--- src/rtl/cube_pkg.sv ---
`default_nettype none
// ============================================================================
// Package  : cube_pkg
// Purpose  : Shared cube-net constants, colour map and net layout helpers
// Revision : 1.0
// ============================================================================
package cube_pkg;

  localparam int NUM_FACELETS = 54;

  localparam logic [2:0] FACE_U    = 3'd0;
  localparam logic [2:0] FACE_L    = 3'd1;
  localparam logic [2:0] FACE_F    = 3'd2;
  localparam logic [2:0] FACE_R    = 3'd3;
  localparam logic [2:0] FACE_B    = 3'd4;
  localparam logic [2:0] FACE_D    = 3'd5;
  localparam logic [2:0] FACE_NONE = 3'd7;

  localparam logic [2:0] COL_WHITE  = 3'd0;
  localparam logic [2:0] COL_YELLOW = 3'd1;
  localparam logic [2:0] COL_RED    = 3'd2;
  localparam logic [2:0] COL_ORANGE = 3'd3;
  localparam logic [2:0] COL_BLUE   = 3'd4;
  localparam logic [2:0] COL_GREEN  = 3'd5;

  typedef struct packed {
    logic [2:0] r;
    logic [2:0] g;
    logic [1:0] b;
  } rgb332_t;

  function automatic rgb332_t rgb332(input logic [2:0] code);
    case (code)
      COL_WHITE:  rgb332 = {3'd7, 3'd7, 2'd3};
      COL_YELLOW: rgb332 = {3'd7, 3'd7, 2'd0};
      COL_RED:    rgb332 = {3'd7, 3'd0, 2'd0};
      COL_ORANGE: rgb332 = {3'd7, 3'd3, 2'd0};
      COL_BLUE:   rgb332 = {3'd0, 3'd0, 2'd3};
      COL_GREEN:  rgb332 = {3'd0, 3'd7, 2'd0};
      default:    rgb332 = {3'd3, 3'd3, 2'd1};
    endcase
  endfunction

  // Cross layout: U above F, L/F/R/B across the middle band, D below F
  function automatic logic [2:0] face_from_cell(input logic [3:0] col, input logic [3:0] row);
    face_from_cell = FACE_NONE;
    if (row < 4'd3) begin
      if (col >= 4'd3 && col <= 4'd5) face_from_cell = FACE_U;
    end else if (row < 4'd6) begin
      if (col <= 4'd2)       face_from_cell = FACE_L;
      else if (col <= 4'd5)  face_from_cell = FACE_F;
      else if (col <= 4'd8)  face_from_cell = FACE_R;
      else if (col <= 4'd11) face_from_cell = FACE_B;
    end else if (row < 4'd9) begin
      if (col >= 4'd3 && col <= 4'd5) face_from_cell = FACE_D;
    end
  endfunction

endpackage
`default_nettype wire

--- src/rtl/cube_net_renderer_if.sv ---
`default_nettype none
// ============================================================================
// Interface : cube_net_renderer_if
// Purpose   : Solver-side facelet write and commit handshake
// Revision  : 1.0
// ============================================================================
interface cube_net_renderer_if;
  logic       wr_en;
  logic [5:0] wr_addr;
  logic [2:0] wr_color;
  logic       wr_ready;
  logic       commit;
  logic       busy;
  logic       commit_done;

  modport master (
    output wr_en, wr_addr, wr_color, commit,
    input  wr_ready, busy, commit_done
  );

  modport slave (
    input  wr_en, wr_addr, wr_color, commit,
    output wr_ready, busy, commit_done
  );
endinterface
`default_nettype wire

--- src/rtl/facelet_buffer.sv ---
`default_nettype none
// ============================================================================
// Module   : facelet_buffer
// Purpose  : Double-buffered facelet store with blanking-synchronised commit
// Revision : 1.0
// ============================================================================
module facelet_buffer
  import cube_pkg::*;
#(
  parameter int VFP = 511
) (
  input  wire logic        clk,
  input  wire logic        clr_n,
  input  wire logic [9:0]  hc,
  input  wire logic [9:0]  vc,
  cube_net_renderer_if.slave bus,
  input  wire logic [5:0]  rd_addr,
  output logic      [2:0]  rd_code
);

  localparam logic [1:0] ST_IDLE = 2'd0;
  localparam logic [1:0] ST_WAIT = 2'd1;
  localparam logic [1:0] ST_COPY = 2'd2;

  logic [1:0] r_state;
  logic [1:0] w_next;
  logic [5:0] r_idx;
  logic       w_last;
  logic       w_busy;
  logic       w_copy;
  logic [2:0] r_shadow [NUM_FACELETS];
  logic [2:0] r_active [NUM_FACELETS];

  assign w_last = (r_idx == 6'(NUM_FACELETS - 1));

  always_ff @(posedge clk or negedge clr_n) begin
    if (!clr_n) r_state <= ST_IDLE;
    else        r_state <= w_next;
  end

  always_comb begin
    w_next = r_state;
    case (r_state)
      ST_IDLE: if (bus.commit) w_next = ST_WAIT;
      ST_WAIT: if (hc == 10'd0 && vc == 10'(VFP)) w_next = ST_COPY;
      ST_COPY: if (w_last) w_next = ST_IDLE;
      default: w_next = ST_IDLE;
    endcase
  end

  always_comb begin
    w_busy          = (r_state != ST_IDLE);
    w_copy          = (r_state == ST_COPY);
    bus.busy        = w_busy;
    bus.wr_ready    = !w_busy;
    bus.commit_done = w_copy && w_last;
  end

  always_ff @(posedge clk or negedge clr_n) begin
    if (!clr_n)                 r_idx <= '0;
    else if (r_state == ST_WAIT) r_idx <= '0;
    else if (w_copy)             r_idx <= r_idx + 6'd1;
  end

  // Both copies come out of reset holding the solved cube
  always_ff @(posedge clk or negedge clr_n) begin
    if (!clr_n) begin
      for (int i = 0; i < NUM_FACELETS; i++) begin
        r_shadow[i] <= 3'(i / 9);
        r_active[i] <= 3'(i / 9);
      end
    end else begin
      if (bus.wr_en && !w_busy && bus.wr_addr < 6'(NUM_FACELETS))
        r_shadow[bus.wr_addr] <= bus.wr_color;
      if (w_copy)
        r_active[r_idx] <= r_shadow[r_idx];
    end
  end

  assign rd_code = (rd_addr < 6'(NUM_FACELETS)) ? r_active[rd_addr] : 3'd0;

endmodule
`default_nettype wire

--- src/rtl/cube_net_renderer.sv ---
`default_nettype none
// ============================================================================
// Module   : cube_net_renderer
// Purpose  : Cube-net pixel colour stage; RGB332 and syncs 2 cycles after hc/vc
// Revision : 1.0
// ============================================================================
module cube_net_renderer
  import cube_pkg::*;
#(
  parameter int HPIXELS = 800,
  parameter int HBP     = 144,
  parameter int VBP     = 31,
  parameter int VFP     = 511,
  parameter int NET_X0  = 80,
  parameter int NET_Y0  = 60,
  parameter int FS      = 40,
  parameter int BORDER  = 2
) (
  input  wire logic        clk,
  input  wire logic        clr_n,
  input  wire logic [9:0]  hc,
  input  wire logic [9:0]  vc,
  input  wire logic        hsync_in,
  input  wire logic        vsync_in,
  cube_net_renderer_if.slave bus,
  output logic             hsync,
  output logic             vsync,
  output logic      [2:0]  red,
  output logic      [2:0]  green,
  output logic      [1:0]  blue
);

  localparam logic [9:0] c_x0 = 10'(HBP + NET_X0);
  localparam logic [9:0] c_y0 = 10'(VBP + NET_Y0);
  localparam logic [9:0] c_x1 = 10'(HBP + NET_X0 + 12 * FS);
  localparam logic [9:0] c_y1 = 10'(VBP + NET_Y0 + 9 * FS);

  logic [5:0] r_px, w_px;
  logic [3:0] r_col, w_col;
  logic [1:0] r_csub, w_csub;
  logic [5:0] r_py;
  logic [3:0] r_row;
  logic [1:0] r_rsub;
  logic [2:0] w_face;
  logic       w_in_net;
  logic       w_border;
  logic [5:0] w_addr;
  logic       r_s1_on;
  logic [5:0] r_s1_addr;
  logic       r_s1_hs;
  logic       r_s1_vs;
  logic [2:0] w_code;
  rgb332_t    w_rgb;

  // Column counters restart combinationally so hc == x0 already decodes as px 0
  always_comb begin
    w_px   = r_px;
    w_col  = r_col;
    w_csub = r_csub;
    if (hc == c_x0) begin
      w_px   = '0;
      w_col  = '0;
      w_csub = '0;
    end
  end

  always_ff @(posedge clk or negedge clr_n) begin
    if (!clr_n) begin
      r_px   <= '0;
      r_col  <= '0;
      r_csub <= '0;
    end else if (w_px == 6'(FS - 1)) begin
      r_px   <= '0;
      r_col  <= (w_col == 4'hF) ? w_col : w_col + 4'd1;
      r_csub <= (w_csub == 2'd2) ? 2'd0 : w_csub + 2'd1;
    end else begin
      r_px   <= w_px + 6'd1;
      r_col  <= w_col;
      r_csub <= w_csub;
    end
  end

  // Row counters step at end of line and restart on entry to the first net line
  always_ff @(posedge clk or negedge clr_n) begin
    if (!clr_n) begin
      r_py   <= '0;
      r_row  <= '0;
      r_rsub <= '0;
    end else if (hc == 10'(HPIXELS - 1)) begin
      if (vc == c_y0 - 10'd1) begin
        r_py   <= '0;
        r_row  <= '0;
        r_rsub <= '0;
      end else if (r_py == 6'(FS - 1)) begin
        r_py   <= '0;
        r_row  <= (r_row == 4'hF) ? r_row : r_row + 4'd1;
        r_rsub <= (r_rsub == 2'd2) ? 2'd0 : r_rsub + 2'd1;
      end else begin
        r_py <= r_py + 6'd1;
      end
    end
  end

  assign w_face   = face_from_cell(w_col, r_row);
  assign w_in_net = (hc >= c_x0) && (hc < c_x1) && (vc >= c_y0) && (vc < c_y1)
                    && (w_face != FACE_NONE);
  assign w_border = (w_px < 6'(BORDER)) || (r_py < 6'(BORDER));
  assign w_addr   = {w_face, 3'b000} + 6'(w_face) + 6'({r_rsub, 1'b0})
                    + 6'(r_rsub) + 6'(w_csub);

  always_ff @(posedge clk or negedge clr_n) begin
    if (!clr_n) begin
      r_s1_on   <= 1'b0;
      r_s1_addr <= '0;
      r_s1_hs   <= 1'b1;
      r_s1_vs   <= 1'b1;
    end else begin
      r_s1_on   <= w_in_net && !w_border;
      r_s1_addr <= w_addr;
      r_s1_hs   <= hsync_in;
      r_s1_vs   <= vsync_in;
    end
  end

  facelet_buffer #(
    .VFP (VFP)
  ) u_buf (
    .clk     (clk),
    .clr_n   (clr_n),
    .hc      (hc),
    .vc      (vc),
    .bus     (bus),
    .rd_addr (r_s1_addr),
    .rd_code (w_code)
  );

  assign w_rgb = rgb332(w_code);

  always_ff @(posedge clk or negedge clr_n) begin
    if (!clr_n) begin
      red   <= '0;
      green <= '0;
      blue  <= '0;
      hsync <= 1'b1;
      vsync <= 1'b1;
    end else begin
      red   <= r_s1_on ? w_rgb.r : 3'd0;
      green <= r_s1_on ? w_rgb.g : 3'd0;
      blue  <= r_s1_on ? w_rgb.b : 2'd0;
      hsync <= r_s1_hs;
      vsync <= r_s1_vs;
    end
  end

endmodule
`default_nettype wire

--- src/flat_wrapper.sv ---
// flat-port wrapper written by rule: the top's interface ports become plain ports
module cube_net_renderer_flat import cube_pkg::*;
#(
  parameter int HPIXELS = 800,
  parameter int HBP     = 144,
  parameter int VBP     = 31,
  parameter int VFP     = 511,
  parameter int NET_X0  = 80,
  parameter int NET_Y0  = 60,
  parameter int FS      = 40,
  parameter int BORDER  = 2
)
  (clk, clr_n, hc, vc, hsync_in, vsync_in, hsync, vsync, red, green, blue, bus_wr_en, bus_wr_addr, bus_wr_color, bus_commit, bus_wr_ready, bus_busy, bus_commit_done);
  cube_net_renderer_if bus_i ();
  input  wire logic clk;
  input  wire logic clr_n;
  input  wire logic [9:0] hc;
  input  wire logic [9:0] vc;
  input  wire logic hsync_in;
  input  wire logic vsync_in;
  output logic hsync;
  output logic vsync;
  output logic      [2:0] red;
  output logic      [2:0] green;
  output logic      [1:0] blue;
  input wire logic [$bits(bus_i.wr_en)-1:0] bus_wr_en;
  input wire logic [$bits(bus_i.wr_addr)-1:0] bus_wr_addr;
  input wire logic [$bits(bus_i.wr_color)-1:0] bus_wr_color;
  input wire logic [$bits(bus_i.commit)-1:0] bus_commit;
  output wire logic [$bits(bus_i.wr_ready)-1:0] bus_wr_ready;
  output wire logic [$bits(bus_i.busy)-1:0] bus_busy;
  output wire logic [$bits(bus_i.commit_done)-1:0] bus_commit_done;
  assign bus_i.wr_en = bus_wr_en;
  assign bus_i.wr_addr = bus_wr_addr;
  assign bus_i.wr_color = bus_wr_color;
  assign bus_i.commit = bus_commit;
  assign bus_wr_ready = bus_i.wr_ready;
  assign bus_busy = bus_i.busy;
  assign bus_commit_done = bus_i.commit_done;
  cube_net_renderer #(.HPIXELS(HPIXELS), .HBP(HBP), .VBP(VBP), .VFP(VFP), .NET_X0(NET_X0), .NET_Y0(NET_Y0), .FS(FS), .BORDER(BORDER)) u_core (.clk(clk), .clr_n(clr_n), .hc(hc), .vc(vc), .hsync_in(hsync_in), .vsync_in(vsync_in), .bus(bus_i), .hsync(hsync), .vsync(vsync), .red(red), .green(green), .blue(blue));
endmodule
--- config.mk ---
export PLATFORM = sky130hd
export DESIGN_NAME = cube_net_renderer_flat
export DESIGN_NICKNAME = d
export VERILOG_FILES = /design/src/rtl/cube_pkg.sv /design/src/rtl/cube_net_renderer_if.sv /design/src/rtl/facelet_buffer.sv /design/src/rtl/cube_net_renderer.sv /design/src/flat_wrapper.sv
export SDC_FILE = /design/constraint.sdc
export NUM_CORES = 1
export LEC_CHECK = 0
export CAP_MARGIN = 20
export CORE_MARGIN = 3
export CORE_UTILIZATION = 35
export DETAILED_ROUTE_END_ITERATION = 8
export GPL_ROUTABILITY_DRIVEN = 0
export MAX_ROUTING_LAYER = met4
export PLACE_DENSITY = 0.47
export SLEW_MARGIN = 25
export SYNTH_ARGS = -nofsm -noshare
export SYNTH_HDL_FRONTEND = slang
export SYNTH_HIERARCHICAL = 1
export SYNTH_SLANG_ARGS = --single-unit
--- constraint.sdc ---
create_clock -name clk -period 3.7 [get_ports clk]
set_input_delay 0.555 -clock clk [delete_from_list [all_inputs] [get_ports clk]]
set_output_delay 0.555 -clock clk [all_outputs]
set_load 0.05 [all_outputs]
Yosys cells after proc, flatten, opt, wreduce, memory -nomap -nowiden:

Index checks and enable logic that the tools add are counted.

* word-level logic and storage cells: 255
* output and inout port bits: 13
* flip-flop bits (word level): 375

* bitwise operators: 3
* equal/unequal tests: 23
* multiplexer cells: 48
* magnitude comparators: 21
* reduce and logical (&&, ||, !) cells: 24
* $add $sub $neg: 11

Operator list (number)
* 162-bit bitwise mux: 2
* 3-bit two-way mux: 16
* 8-bit one-hot mux with 6 select lines: 1
* 3-bit binary-select mux with 6-bit select: 2
* 3-bit demux with 6-bit select: 2
* 6-bit two-way mux: 6
* 2-bit two-way mux: 12
* 4-bit two-way mux: 6
* 7-bit greater-or-equal comparator (second input constant): 3
* 6-bit inverter with 7-bit output: 3
* 6-bit by 1-bit adder with 6-bit output (second input constant): 3
* 6-bit == test (second input constant): 3
* 7-bit by 1-bit less-than comparator with 1-bit output (second input constant): 2
* 6-bit by 2-bit adder with 6-bit output: 2
* 6-bit by 3-bit adder with 6-bit output: 2
* 1-bit logical AND: 12
* 6-bit by 2-bit less-than comparator with 1-bit output (second input constant): 2
* 6-bit less-than comparator (second input constant): 2
* 10-bit == test (second input constant): 1
* 10-bit by 7-bit == test with 1-bit output (second input constant): 1
* 10-bit by 8-bit == test with 1-bit output (second input constant): 1
* 10-bit by 9-bit == test with 1-bit output (second input constant): 1
* 10-bit by 7-bit greater-or-equal comparator with 1-bit output (second input constant): 1
* 10-bit by 8-bit greater-or-equal comparator with 1-bit output (second input constant): 1
* 29 further kinds: 43

Longest topological paths before layout:

* depth in word-level cells: 13
* mapped depth: 13
* mapped depth without buffers: 12

Cells and area by module:

The synthesis kept the hierarchy.

Modules (own cells, without submodules)
* facelet_buffer: times used 1, cells an instance 1238, area an instance 16002.8 sq um, sequential area each 8465.6 sq um
* cube_net_renderer: times used 1, cells an instance 253, area an instance 2356.0 sq um, sequential area each 1031.0 sq um

Least setup slack after synthesis:

OpenSTA, ideal clock, no wires.

* path type: in2reg
* from: input hc[0]
* to: register u_core.r_s1_addr[3]
* setup slack: 0.364 ns
* setup time: 0.157 ns
* buffers on the path: 0
* cell stages on the path: 10
* data arrival time: 3.179 ns
* cell sequence: or4_4 -> or3_4 -> o311a_1 -> o21ai_2 -> inv_1 -> ha_1 -> ha_1 -> and3_1 -> a2111oi_0 -> o311ai_2

* word-level cells in the longest chain between the ends: 13
* elaborated cells between the ends (all ways): 22
* classes of those cells: add/sub: 4; order compare: 5; eq/ne: 1; mux: 11; reduce/logical: 1

Ends and longest elaborated chain
* from (decl): RTL line flat_wrapper.sv:17 `input wire logic [9:0] hc;`
* 10-bit by 8-bit == test with 1-bit output *: RTL line cube_net_renderer.sv:60 `if (hc == c_x0) begin`
* 4-bit two-way mux: RTL line cube_net_renderer.sv:60
* 4-bit less-or-equal comparator: RTL line cube_pkg.sv:53 `else if (col <= 4'd11) face_from_cell = FACE_B;`
* 2-bit two-way mux: RTL line cube_pkg.sv:53
* 3-bit two-way mux: RTL line cube_pkg.sv:52 `else if (col <= 4'd8) face_from_cell = FACE_R;`
* 3-bit two-way mux: RTL line cube_pkg.sv:51 `else if (col <= 4'd5) face_from_cell = FACE_F;`
* 3-bit two-way mux: RTL line cube_pkg.sv:50 `if (col <= 4'd2) face_from_cell = FACE_L;`
* 3-bit two-way mux: RTL line cube_pkg.sv:49 `end else if (row < 4'd6) begin`
* 3-bit two-way mux: RTL line cube_pkg.sv:47 `if (row < 4'd3) begin`
* 6-bit by 3-bit adder with 6-bit output (2 in series): RTL line cube_net_renderer.sv:108 `assign w_addr = {w_face, 3'b000} + 6'(w_face) + 6'({r_rsub, 1'b0})`
* 6-bit by 2-bit adder with 6-bit output: RTL line cube_net_renderer.sv:109 `+ 6'(r_rsub) + 6'(w_csub);`
* 6-bit by 2-bit adder with 6-bit output *: RTL line cube_net_renderer.sv:109
* named net u_core.w_addr[3]: RTL line cube_net_renderer.sv:47 `logic [5:0] w_addr;`
* to (signal assigned): RTL line cube_net_renderer.sv:119 `r_s1_addr <= w_addr;`
* to (decl): RTL line cube_net_renderer.sv:49 `logic [5:0] r_s1_addr;`

The timed path passes the listed nets; every way through them passes the cells marked *.
A chain may end at the register's enable or synchronous reset.

Final worst setup path:

Ends and elaborated chain as after synthesis.

==> flow_summary.json <==
{
  "run_status": "finished, final reports clean",
  "netlist.area_leader.share": 0.331,
  "syn_to_final_growth_pct": 17.1,
  "synth.cell_area_sq_um": 18400,
  "yosys_most_used_dff": "dfrtp_1",
  "rows": 83,
  "worstSetupEndpointType": "flop",
  "yosys.area_share.xor_xnor": 0.00572,
  "fin_area_sq_um": 21500,
  "io_buffers": 47,
  "cp-start-kind": "primary input",
  "hold_class": "reg -> reg",
  "regArea_sq_um": 9510,
  "antenna_cells": 0,
  "dieArea_sq_um": 55200,
  "synth_compound_area_frac": 0.0699,
  "cts_tree": "yes",
  "muxShareOfSynthArea": 0.262,
  "cts_num_sinks": 373,
  "ys_ff_latch": 373,
  "die_h_um": 235,
  "core_region_area_sq_um": 51600,
  "insertion_delay_ns": 0.58,
  "ys_seq_area_frac": 0.517,
  "synthAdderAreaFrac": 0.0128,
  "grt_usage": 0.184,
  "dp_hpwl_um": 34000,
  "num-fill-cells": 4907,
  "finalSetupViolations": 0,
  "synth.net_count": 1543,
  "maxSlewViolCount": 0,
  "wire_per_inst_um": 21.4,
  "drive_gt1_frac": 0.400,
  "r2r-start": "u_core/r_row[1]$_DFFE_PN0P_",
  "dp.cells": 2214,
  "tns_ns": 0,
  "final.period_utilization": 0.881,
  "die_x_um": 235,
  "worstReg2RegEnd": "u_core/r_s1_addr[3]$_DFF_PN0_",
  "finalHoldViolations": 0,
  "yosysTopAreaCell": "dfrtp_1",
  "synth_async_sr_flop_share": 1.00,
  "slew_headroom": 0.346,
  "vias": 12200,
  "ys_top_cells_by_area": "dfrtp_1, dfstp_2, mux2_2, mux4_2, nor2_1",
  "drt_pass1_iterations": 5,
  "grt_pass1_vias": 12900,
  "worst_pin_slew_ns": 0.982,
  "leakagePower_nw": 9.31,
  "grt_pass1_wl_um": 77900,
  "ios": 48,
  "skew_ns": 0.0259,
  "ys_types": 82,
  "h-tree-depth": 2,
  "ys_warn_count": 6,
  "antenna_left": 0,
  "period_needed_ns": 3.26,
  "rsz0062_at_grt": "no",
  "synth_top_family_by_area": "multiplexers",
  "endpoint": "u_core/r_s1_addr[3]$_DFF_PN0_",
  "avgSynthCellArea_sq_um": 12.3,
  "cts-root-buf": "clkbuf_16",
  "via_per_inst": 5.30,
  "grt_antenna_before_repair": 1,
  "critPathLaunch": "hc[0]",
  "drt_iter0_drc": 691,
  "cp.arrival_ns": 3.66,
  "totalPowerFinal_mw": 12.6,
  "layout_commonest_cell": "mux2_2",
  "synthSimpleGateAreaFrac": 0.107,
  "fin_cells": 2298,
  "rrSetupSlack_ns": 0.55,
  "start_util": 0.356,
  "place_ws_ns": -0.145,
  "layout_setup_ws_ns": 0.441,
  "clk_pin_slew_ns": 0.05,
  "overflow": 0,
  "grt_max_degree": 122,
  "drt_wl_total_um": 49200,
  "peakVddDrop_mv": 0.323,
  "final_util": 0.416,
  "synth_edf_count": 0,
  "maxCapViolCount": 0,
  "drc": 0,
  "cts_max_path_buffers": 3,
  "critPathKind": "in -> reg",
  "crit_fanout": 5,
  "holdWs_ns": 0.354,
  "crit_required_ns": 4.11,
  "max_freq_mhz": 307,
  "fin_nets": 1634,
  "placed_area_sq_um": 20000,
  "r2r_cells": 11,
  "cts_buffers": 44,
  "multi_input_area_sq_um": 8410,
  "syn_inst": 1491,
  "layout_common_cells": "mux2_2, dfrtp_1, nor2_1, dfstp_2, nand2_1",
  "power_density_nw_per_um2": 587
}
routing by layer:
metal	global-route usage	share of wire	vias to the layer above
met3	0.0269	0.036	88
met2	0.285	0.47	205
met4	0.0495	0.023	0
met1	0.255	0.47	6279
met5	-	0	-
li1	-	-	5604
flip-flops by register name, indices dropped and copies added (netlist names), 4 cells and up:
name	flops
u_core/r_py	6
u_core/u_buf/r_active	162
u_core/u_buf/r_shadow	162
u_core/u_buf/r_idx	6
u_core/r_row	4
u_core/r_s1_addr	6
u_core/r_col	4
u_core/r_px	6
area by class of cell:
cell class | count | area share
flip-flops and latches | 373 | 0.442
multi-input cells | 1017 | 0.391
clock buffers | 70 | 0.0638
repair buffers | 122 | 0.0530
well taps | 680 | 0.0396
clock inverters | 12 | 0.00576
inverters | 24 | 0.00419
how the worst min path moves through the flow:
| stage | to | slack, ns | cells after the start | from |
|---|---|---|---|---|
| detailed placement | u_core/hsync$_DFF_PN1_ | 0.35 | 0 | u_core/r_s1_hs$_DFF_PN1_ |
| CTS | u_core/u_buf/r_shadow[149]$_DFFE_PN0P_ | 0.16 | 1 | clr_n |
| finish | u_core/hsync$_DFF_PN1_ | 0.35 | 0 | u_core/r_s1_hs$_DFF_PN1_ |
| global placement | u_core/vsync$_DFF_PN1_ | 0.35 | 0 | u_core/r_s1_vs$_DFF_PN1_ |
| floorplan | u_core/blue[0]$_DFF_PN0_ | 0.26 | 0 | clr_n |
| global route | u_core/hsync$_DFF_PN1_ | 0.36 | 0 | u_core/r_s1_hs$_DFF_PN1_ |
power by group:
group	switching, mW	internal, mW
sequential	0.549	4.66
clock	1.76	2.68
combinational	1.65	1.30
critical path, cell delays in order:
cell and delay [ns]:
clkdlybuf4s50_1 0.43, or4_4 0.55, or3_4 0.37, o311a_1 0.15, o21ai_2 0.13, inv_1 0.08
ha_1 0.28, ha_1 0.33, and3_1 0.19, a2111oi_0 0.42, o311ai_2 0.18
cells by family (layout without fill, tap and decap cells):
family | after synthesis | in the layout
flip-flops | 373 | 373
XOR/XNOR | 12 | 12
AO/OA/AOI/OAI | 196 | 196
AND/OR/NAND/NOR | 414 | 414
adder cells (fa/ha/maj) | 17 | 17
buffers and inverters | 101 | 228
multiplexers | 378 | 378
synthesized netlist by cell type, drive strengths merged, types with 18 or more instances:
| library cell | count |
|---|---|
| mux2 | 293 |
| dfrtp | 243 |
| nor2 | 155 |
| dfstp | 130 |
| nand2 | 96 |
| a21oi | 72 |
| mux4 | 52 |
| nand3 | 43 |
| buf | 41 |
| o21ai | 40 |
| clkbuf | 36 |
| mux2i | 33 |
| inv | 24 |
| nor3 | 21 |
| nor2b | 18 |
repair_timing:
action / CTS / global route
hold buffers: 0 / 1
buffers inserted: 0 / 0
hold endpoints to repair: 0 / 29
gates resized for setup: 0 / 0
(Power assumes the default switching activity.)
